==> src/rtl/inst_fetch_queue_if.sv <==
// Fetch-side SRAM-like request/response signals plus the decoder-facing valid/ready head.
interface inst_fetch_queue_if;
  logic        inst_req;
  logic [31:0] inst_addr;
  logic        inst_addr_ok;
  logic        inst_data_ok;
  logic [31:0] inst_rdata;
  logic        redirect;
  logic [31:0] redirect_pc;
  logic        out_valid;
  logic        out_ready;
  logic [31:0] out_ins;
  logic [31:0] out_pc;
  logic        out_adel;

  modport master (
    output inst_req, inst_addr, out_valid, out_ins, out_pc, out_adel,
    input  inst_addr_ok, inst_data_ok, inst_rdata, redirect, redirect_pc, out_ready
  );

  modport slave (
    input  inst_req, inst_addr, out_valid, out_ins, out_pc, out_adel,
    output inst_addr_ok, inst_data_ok, inst_rdata, redirect, redirect_pc, out_ready
  );
endinterface

==> src/rtl/inst_fetch_queue.sv <==
// Instruction fetch queue: issues in-order fetches, buffers {ins, pc, adel} in a FIFO for the
// decoder, and drops in-flight responses after a redirect.
module inst_fetch_queue #(
  parameter int unsigned DEPTH    = 4,
  parameter logic [31:0] RESET_PC = 32'hBFC0_0000
) (
  input logic                 clk,
  input logic                 rst,
  inst_fetch_queue_if.master  bus
);

  localparam int unsigned CW = $clog2(DEPTH + 1);
  localparam int unsigned PW = (DEPTH > 1) ? $clog2(DEPTH) : 1;

  typedef enum logic [0:0] {StFetch, StHold} state_e;

  state_e        state_q, state_d;
  logic [31:0]   fetch_pc_q, fetch_pc_d;
  logic [31:0]   resp_pc_q, resp_pc_d;
  logic [CW-1:0] outstanding_q, outstanding_d;
  logic [CW-1:0] drop_cnt_q, drop_cnt_d;
  logic [CW-1:0] count_q, count_d;
  logic [PW-1:0] rd_ptr_q, rd_ptr_d;
  logic [PW-1:0] wr_ptr_q, wr_ptr_d;

  logic [31:0]   fifo_ins_q  [DEPTH];
  logic [31:0]   fifo_pc_q   [DEPTH];
  logic          fifo_adel_q [DEPTH];

  logic [CW-1:0] live;
  logic [CW:0]   occupancy;
  logic          aligned, req, addr_hs, resp_push, adel_push, push, pop;
  logic [31:0]   push_ins, push_pc;
  logic          push_adel;

  function automatic logic [PW-1:0] ptr_inc(input logic [PW-1:0] p);
    return (p == PW'(DEPTH - 1)) ? '0 : p + 1'b1;
  endfunction

  always_comb begin
    live      = outstanding_q - drop_cnt_q;
    occupancy = {1'b0, count_q} + {1'b0, live};
    aligned   = (fetch_pc_q[1:0] == 2'b00);
    req       = !rst && !bus.redirect && (state_q == StFetch) && aligned &&
                (occupancy < (CW + 1)'(DEPTH));
    addr_hs   = req && bus.inst_addr_ok;
    resp_push = bus.inst_data_ok && (drop_cnt_q == '0) && !bus.redirect;
    // Misaligned PC: wait until every live fetch has landed so the AdEL entry stays in order.
    adel_push = (state_q == StFetch) && !aligned && (live == '0) &&
                (count_q < CW'(DEPTH)) && !bus.redirect && !resp_push;
    push      = resp_push || adel_push;
    pop       = (count_q != '0) && bus.out_ready && !bus.redirect;
    push_ins  = resp_push ? bus.inst_rdata : '0;
    push_pc   = resp_push ? resp_pc_q : fetch_pc_q;
    push_adel = !resp_push;

    state_d       = state_q;
    fetch_pc_d    = fetch_pc_q;
    resp_pc_d     = resp_pc_q;
    outstanding_d = outstanding_q;
    drop_cnt_d    = drop_cnt_q;
    count_d       = count_q;
    rd_ptr_d      = rd_ptr_q;
    wr_ptr_d      = wr_ptr_q;

    if (bus.redirect) begin
      state_d       = StFetch;
      fetch_pc_d    = bus.redirect_pc;
      resp_pc_d     = bus.redirect_pc;
      outstanding_d = outstanding_q - CW'(bus.inst_data_ok);
      drop_cnt_d    = outstanding_q - CW'(bus.inst_data_ok);
      count_d       = '0;
      rd_ptr_d      = '0;
      wr_ptr_d      = '0;
    end else begin
      outstanding_d = outstanding_q + CW'(addr_hs) - CW'(bus.inst_data_ok);
      count_d       = count_q + CW'(push) - CW'(pop);
      if (bus.inst_data_ok && (drop_cnt_q != '0)) drop_cnt_d = drop_cnt_q - 1'b1;
      if (addr_hs)   fetch_pc_d = fetch_pc_q + 32'd4;
      if (resp_push) resp_pc_d  = resp_pc_q + 32'd4;
      if (adel_push) state_d    = StHold;
      if (push)      wr_ptr_d   = ptr_inc(wr_ptr_q);
      if (pop)       rd_ptr_d   = ptr_inc(rd_ptr_q);
    end
  end

  always_ff @(posedge clk) begin
    if (rst) begin
      state_q       <= StFetch;
      fetch_pc_q    <= RESET_PC;
      resp_pc_q     <= RESET_PC;
      outstanding_q <= '0;
      drop_cnt_q    <= '0;
      count_q       <= '0;
      rd_ptr_q      <= '0;
      wr_ptr_q      <= '0;
    end else begin
      state_q       <= state_d;
      fetch_pc_q    <= fetch_pc_d;
      resp_pc_q     <= resp_pc_d;
      outstanding_q <= outstanding_d;
      drop_cnt_q    <= drop_cnt_d;
      count_q       <= count_d;
      rd_ptr_q      <= rd_ptr_d;
      wr_ptr_q      <= wr_ptr_d;
    end
  end

  // Storage needs no reset: visibility is governed by count_q alone.
  always_ff @(posedge clk) begin
    if (push) begin
      fifo_ins_q[wr_ptr_q]  <= push_ins;
      fifo_pc_q[wr_ptr_q]   <= push_pc;
      fifo_adel_q[wr_ptr_q] <= push_adel;
    end
  end

  always_comb begin
    bus.inst_req  = req;
    bus.inst_addr = fetch_pc_q;
    bus.out_valid = (count_q != '0);
    bus.out_ins   = bus.out_valid ? fifo_ins_q[rd_ptr_q] : '0;
    bus.out_pc    = bus.out_valid ? fifo_pc_q[rd_ptr_q] : '0;
    bus.out_adel  = bus.out_valid ? fifo_adel_q[rd_ptr_q] : 1'b0;
  end

endmodule

==> src/flat_wrapper.sv <==
// flat-port wrapper written by rule: the top's interface ports become plain ports
module inst_fetch_queue_flat 
#(
  parameter int unsigned DEPTH    = 4,
  parameter logic [31:0] RESET_PC = 32'hBFC0_0000
)
  (clk, rst, bus_inst_req, bus_inst_addr, bus_out_valid, bus_out_ins, bus_out_pc, bus_out_adel, bus_inst_addr_ok, bus_inst_data_ok, bus_inst_rdata, bus_redirect, bus_redirect_pc, bus_out_ready);
  inst_fetch_queue_if bus_i ();
  input logic clk;
  input logic rst;
  output wire logic [$bits(bus_i.inst_req)-1:0] bus_inst_req;
  output wire logic [$bits(bus_i.inst_addr)-1:0] bus_inst_addr;
  output wire logic [$bits(bus_i.out_valid)-1:0] bus_out_valid;
  output wire logic [$bits(bus_i.out_ins)-1:0] bus_out_ins;
  output wire logic [$bits(bus_i.out_pc)-1:0] bus_out_pc;
  output wire logic [$bits(bus_i.out_adel)-1:0] bus_out_adel;
  input wire logic [$bits(bus_i.inst_addr_ok)-1:0] bus_inst_addr_ok;
  input wire logic [$bits(bus_i.inst_data_ok)-1:0] bus_inst_data_ok;
  input wire logic [$bits(bus_i.inst_rdata)-1:0] bus_inst_rdata;
  input wire logic [$bits(bus_i.redirect)-1:0] bus_redirect;
  input wire logic [$bits(bus_i.redirect_pc)-1:0] bus_redirect_pc;
  input wire logic [$bits(bus_i.out_ready)-1:0] bus_out_ready;
  assign bus_inst_req = bus_i.inst_req;
  assign bus_inst_addr = bus_i.inst_addr;
  assign bus_out_valid = bus_i.out_valid;
  assign bus_out_ins = bus_i.out_ins;
  assign bus_out_pc = bus_i.out_pc;
  assign bus_out_adel = bus_i.out_adel;
  assign bus_i.inst_addr_ok = bus_inst_addr_ok;
  assign bus_i.inst_data_ok = bus_inst_data_ok;
  assign bus_i.inst_rdata = bus_inst_rdata;
  assign bus_i.redirect = bus_redirect;
  assign bus_i.redirect_pc = bus_redirect_pc;
  assign bus_i.out_ready = bus_out_ready;
  inst_fetch_queue #(.DEPTH(DEPTH), .RESET_PC(RESET_PC)) u_core (.clk(clk), .rst(rst), .bus(bus_i));
endmodule
==> config.mk <==
export PLATFORM = sky130hd
export DESIGN_NAME = inst_fetch_queue_flat
export DESIGN_NICKNAME = d
export VERILOG_FILES = /design/src/rtl/inst_fetch_queue_if.sv /design/src/rtl/inst_fetch_queue.sv /design/src/flat_wrapper.sv
export SDC_FILE = /design/constraint.sdc
export NUM_CORES = 1
export LEC_CHECK = 0
export CAP_MARGIN = 0
export CORE_ASPECT_RATIO = 0.9
export CORE_MARGIN = 2
export CORE_UTILIZATION = 56
export CTS_BUF_LIST = sky130_fd_sc_hd__clkbuf_16
export CTS_CLUSTER_DIAMETER = 50
export DETAILED_ROUTE_END_ITERATION = 10
export GPL_ROUTABILITY_DRIVEN = 0
export GPL_TIMING_DRIVEN = 0
export PLACE_DENSITY_LB_ADDON = 0.25
export SYNTH_ARGS = -nofsm -noshare
export SYNTH_HDL_FRONTEND = slang
export SYNTH_SLANG_ARGS = --single-unit
==> constraint.sdc <==
create_clock -name clk -period 5.5 [get_ports clk]
set_input_delay 1.65 -clock clk [delete_from_list [all_inputs] [get_ports clk]]
set_output_delay 1.65 -clock clk [all_outputs]
set_load 0.01 [all_outputs]
==> run summary <==
Hold Crit Start -> u_core.resp_pc_q[1]
Die X -> 175 um
Tcrit/Tclk final -> 90.3%
Core Box Area -> 26000 um^2
Max FO, Critical Path -> 3
FMAX -> 201 MHz
Register-to-Register Path Depth -> 17
HP Class -> reg -> reg
synthesized cell area -> 14800 um^2
WS Path Type -> reg -> out
status -> complete, no violations
r2r endpoint -> u_core.outstanding_q[2]
detailed-router iteration count before antenna repair -> 5
total global routing overflow -> 0
DRT iter0 DRCs -> 921
post-synth net total -> 1105
Max-slew headroom -> 23.6%
All-Layer GR Usage -> 25.1%
drt total wl -> 34500 um
Filler cells -> 1778
number of remaining DRC errors -> 0
Final Non-Filler Cells -> 1604
fin. max-slew vios -> 0
routed len/inst -> 21.5 um
LEAKAGE -> 6.15 nW
Final setup viols -> 0
largest net degree at the start of global routing -> 46
Syn Inst Count -> 1014
CP required -> 3850 ps
reg-to-reg critical path startpoint -> u_core.outstanding_q[0]
Storage cell area -> 9410 um^2
post_cts resized -> 0
syn avg cell area -> 14.6 um^2
Hold Buf Count CTS -> 0
Worst Hold Depth -> 2
Cell variety after synth -> 54
number of synthesized flops with an enable pin -> 260
cell with the most instances after synthesis -> edfxtp_1
Max Root-Sink Buffers -> 3
Post-synth top cells -> edfxtp_1 (260), and2_1 (109), dfxtp_1 (80)
maxcap violations -> 0
Core Rows -> 56
largest cells by area after synthesis -> edfxtp_1 (53%), dfxtp_1 (11%), mux4_2 (9.9%), and2_1 (4.6%), mux2_2 (2.0%)
Initial Util -> 56.9%
Critical Path AT -> 3320 ps
register area share after synthesis -> 63.6%
vias in the first global route -> 9343
crit-path max cell delay -> 550 ps
# diodes -> 0
worst vdd rail ir drop -> 0.249 mV
Slowest cell on crit path -> clkdlybuf4s50_1
WHS -> 452 ps
Worst Tran Pin Value -> 1140 ps
synthesis warning total -> 0
Worst Hold End -> u_core.resp_pc_q[1]
Post-CTS Setup Bufs -> 0
die area -> 27700 um^2
Max Clock Skew -> 19.5 ps
Synth area leader -> edfxtp_1
Startpoint Class -> flop
ys async rst share -> 0%
Worst setup EP type -> output pin
RSZ-0062 raised after global routing -> no
crit path buf inv count -> 3
clk_lat worst skew -> 520 ps
H-Tree Depth -> 2
minimum clock period after layout -> 4970 ps
vias per std cell -> 5.92
Top delay family on crit path -> adder cells
Synth Register Bits -> 340
total CTS buffers -> 39
global-route wire length before repair -> 52900 um
nets@finish -> 1317
worst path cell trace -> inv_1 -> ha_1 -> inv_1 -> fa_1 -> xor2_1 -> xnor2_1 -> ha_1 -> nor4_1 -> and3_1 -> clkdlybuf4s50_1
Design Power -> 0.00615 W
Root Driver -> clkbuf_16
CTS tree -> done
Die Y -> 158 um
Vias -> 9501
clock-pin slew on the worst setup and hold paths -> 60 ps
io pins -> 169
share of cells above drive strength 1 -> 13.5%
Post-DP HPWL -> 23200 um
setup tns final -> 0 ps
Synth top area share -> 52.8%
Most used DFF post-synth -> edfxtp_1
Final Core Density -> 70.3%
multi-input logic area -> 5080 um^2
clk sinks -> 340
antenna-violating nets left -> 0
synth-to-layout area growth -> 23.4%
initial antenna violation count -> 0
PortBufs -> 167
R2R setup slack -> 1580 ps
Placed Instances -> 1533
Cell Pwr Density -> 337 nW/um^2
final hold vios -> 0
registers in the layout, summed over array words and instances (netlist names), named ones only:
name                  flops
u_core.bus.inst_addr     32
u_core.count_q            3
u_core.drop_cnt_q         3
u_core.fifo_adel_q        4
u_core.fifo_ins_q       128
u_core.fifo_pc_q        128
u_core.outstanding_q      3
u_core.rd_ptr_q           2
u_core.resp_pc_q         32
u_core.state_q            1
u_core.wr_ptr_q           2
layout by cell type, fill, tap and decap left out, drive strengths merged, types with 10 or more instances in the layout:
master / Yosys / routed
nor3: 16 / 16
ha: 18 / 18
mux4: 65 / 65
nand4: 29 / 29
and2: 109 / 109
a21boi: 31 / 31
inv: 23 / 41
dfxtp: 80 / 80
a21oi: 20 / 20
clkdlybuf4s50: 0 / 167
clkbuf: 42 / 83
edfxtp: 260 / 260
nand3: 26 / 26
nor2: 30 / 30
and3: 10 / 10
o21a: 20 / 20
mux2: 26 / 26
xnor2: 24 / 24
xor2: 27 / 27
buf: 15 / 19
o21ai: 13 / 13
nand2: 57 / 57
metrics by stage:
stage	worst slack, ps	area (um^2)
after floorplan	1030	14800
after global placement	-872	16900
after detailed placement	542	17000
after CTS	510	18300
after global routing	358	18300
final	535	18300
area by class of cell:
class                           instances  area share [%]
Tap cell                              348            2.38
Clock inverter                         30            1.14
Sequential cell                       340            51.5
Clock buffer                           41            5.62
Inverter                               23           0.473
Timing Repair Buffer                  171            9.76
Multi-Input combinational cell        594            27.8
Buffer                                 57            1.27
worst register-to-register path: stages, from the launching register on:
cell and delay (ps):
dfxtp_1 290, inv_1 70, ha_1 140, inv_1 40, fa_1 380, xor2_1 180
xnor2_1 270, ha_1 290, nor4_1 360, nand4_1 220, inv_1 150, clkbuf_1 450
ha_1 270, fa_1 200, xor2_1 70, o21ai_0 210, xnor2_1 150, nor2_1 50
kinds of logic after synthesis:
| logic type | Yosys count | synth area share, % |
|---|---|---|
| AOI/OAI and AO/OA | 119 | 5.58 |
| xor gates and xnor gates | 51 | 3.02 |
| muxes | 94 | 12.1 |
| buffers and inverters | 80 | 2.15 |
| DFF | 340 | 63.6 |
| adders and majority gates | 21 | 1.93 |
| and+or+nand+nor | 309 | 11.7 |
worst max-delay path by stage:
stage | end | slack (ps) | cells after the start | start
after global routing | bus_inst_req | 360 | 10 | u_core.outstanding_q[0]
after global placement | u_core.fifo_pc_q[0][12] | -870 | 6 | bus_inst_data_ok
after detailed placement | bus_inst_req | 540 | 4 | rst
after CTS | bus_out_pc[12] | 510 | 5 | flop
final | bus_inst_req | 530 | 10 | u_core.outstanding_q[0]
after floorplan | u_core.fifo_adel_q[0] | 1030 | 3 | bus_redirect
routing by layer:
metal / track usage, % / vias up / share of wire, %
li1: - / 4291 / -
met5: 0 / - / 0
met4: 6.67 / 0 / 2.1
met3: 4.80 / 61 / 7.5
met2: 41.6 / 429 / 48
met1: 34.4 / 4720 / 42
power by group:
group	leakage [nW]	internal (W)	switching (W)
Sequential	3.07	0.00290	0.0000790
Combinational	2.44	0.000354	0.000375
Clock	0.647	0.00145	0.000988
Power figures use the tool's default switching activity.
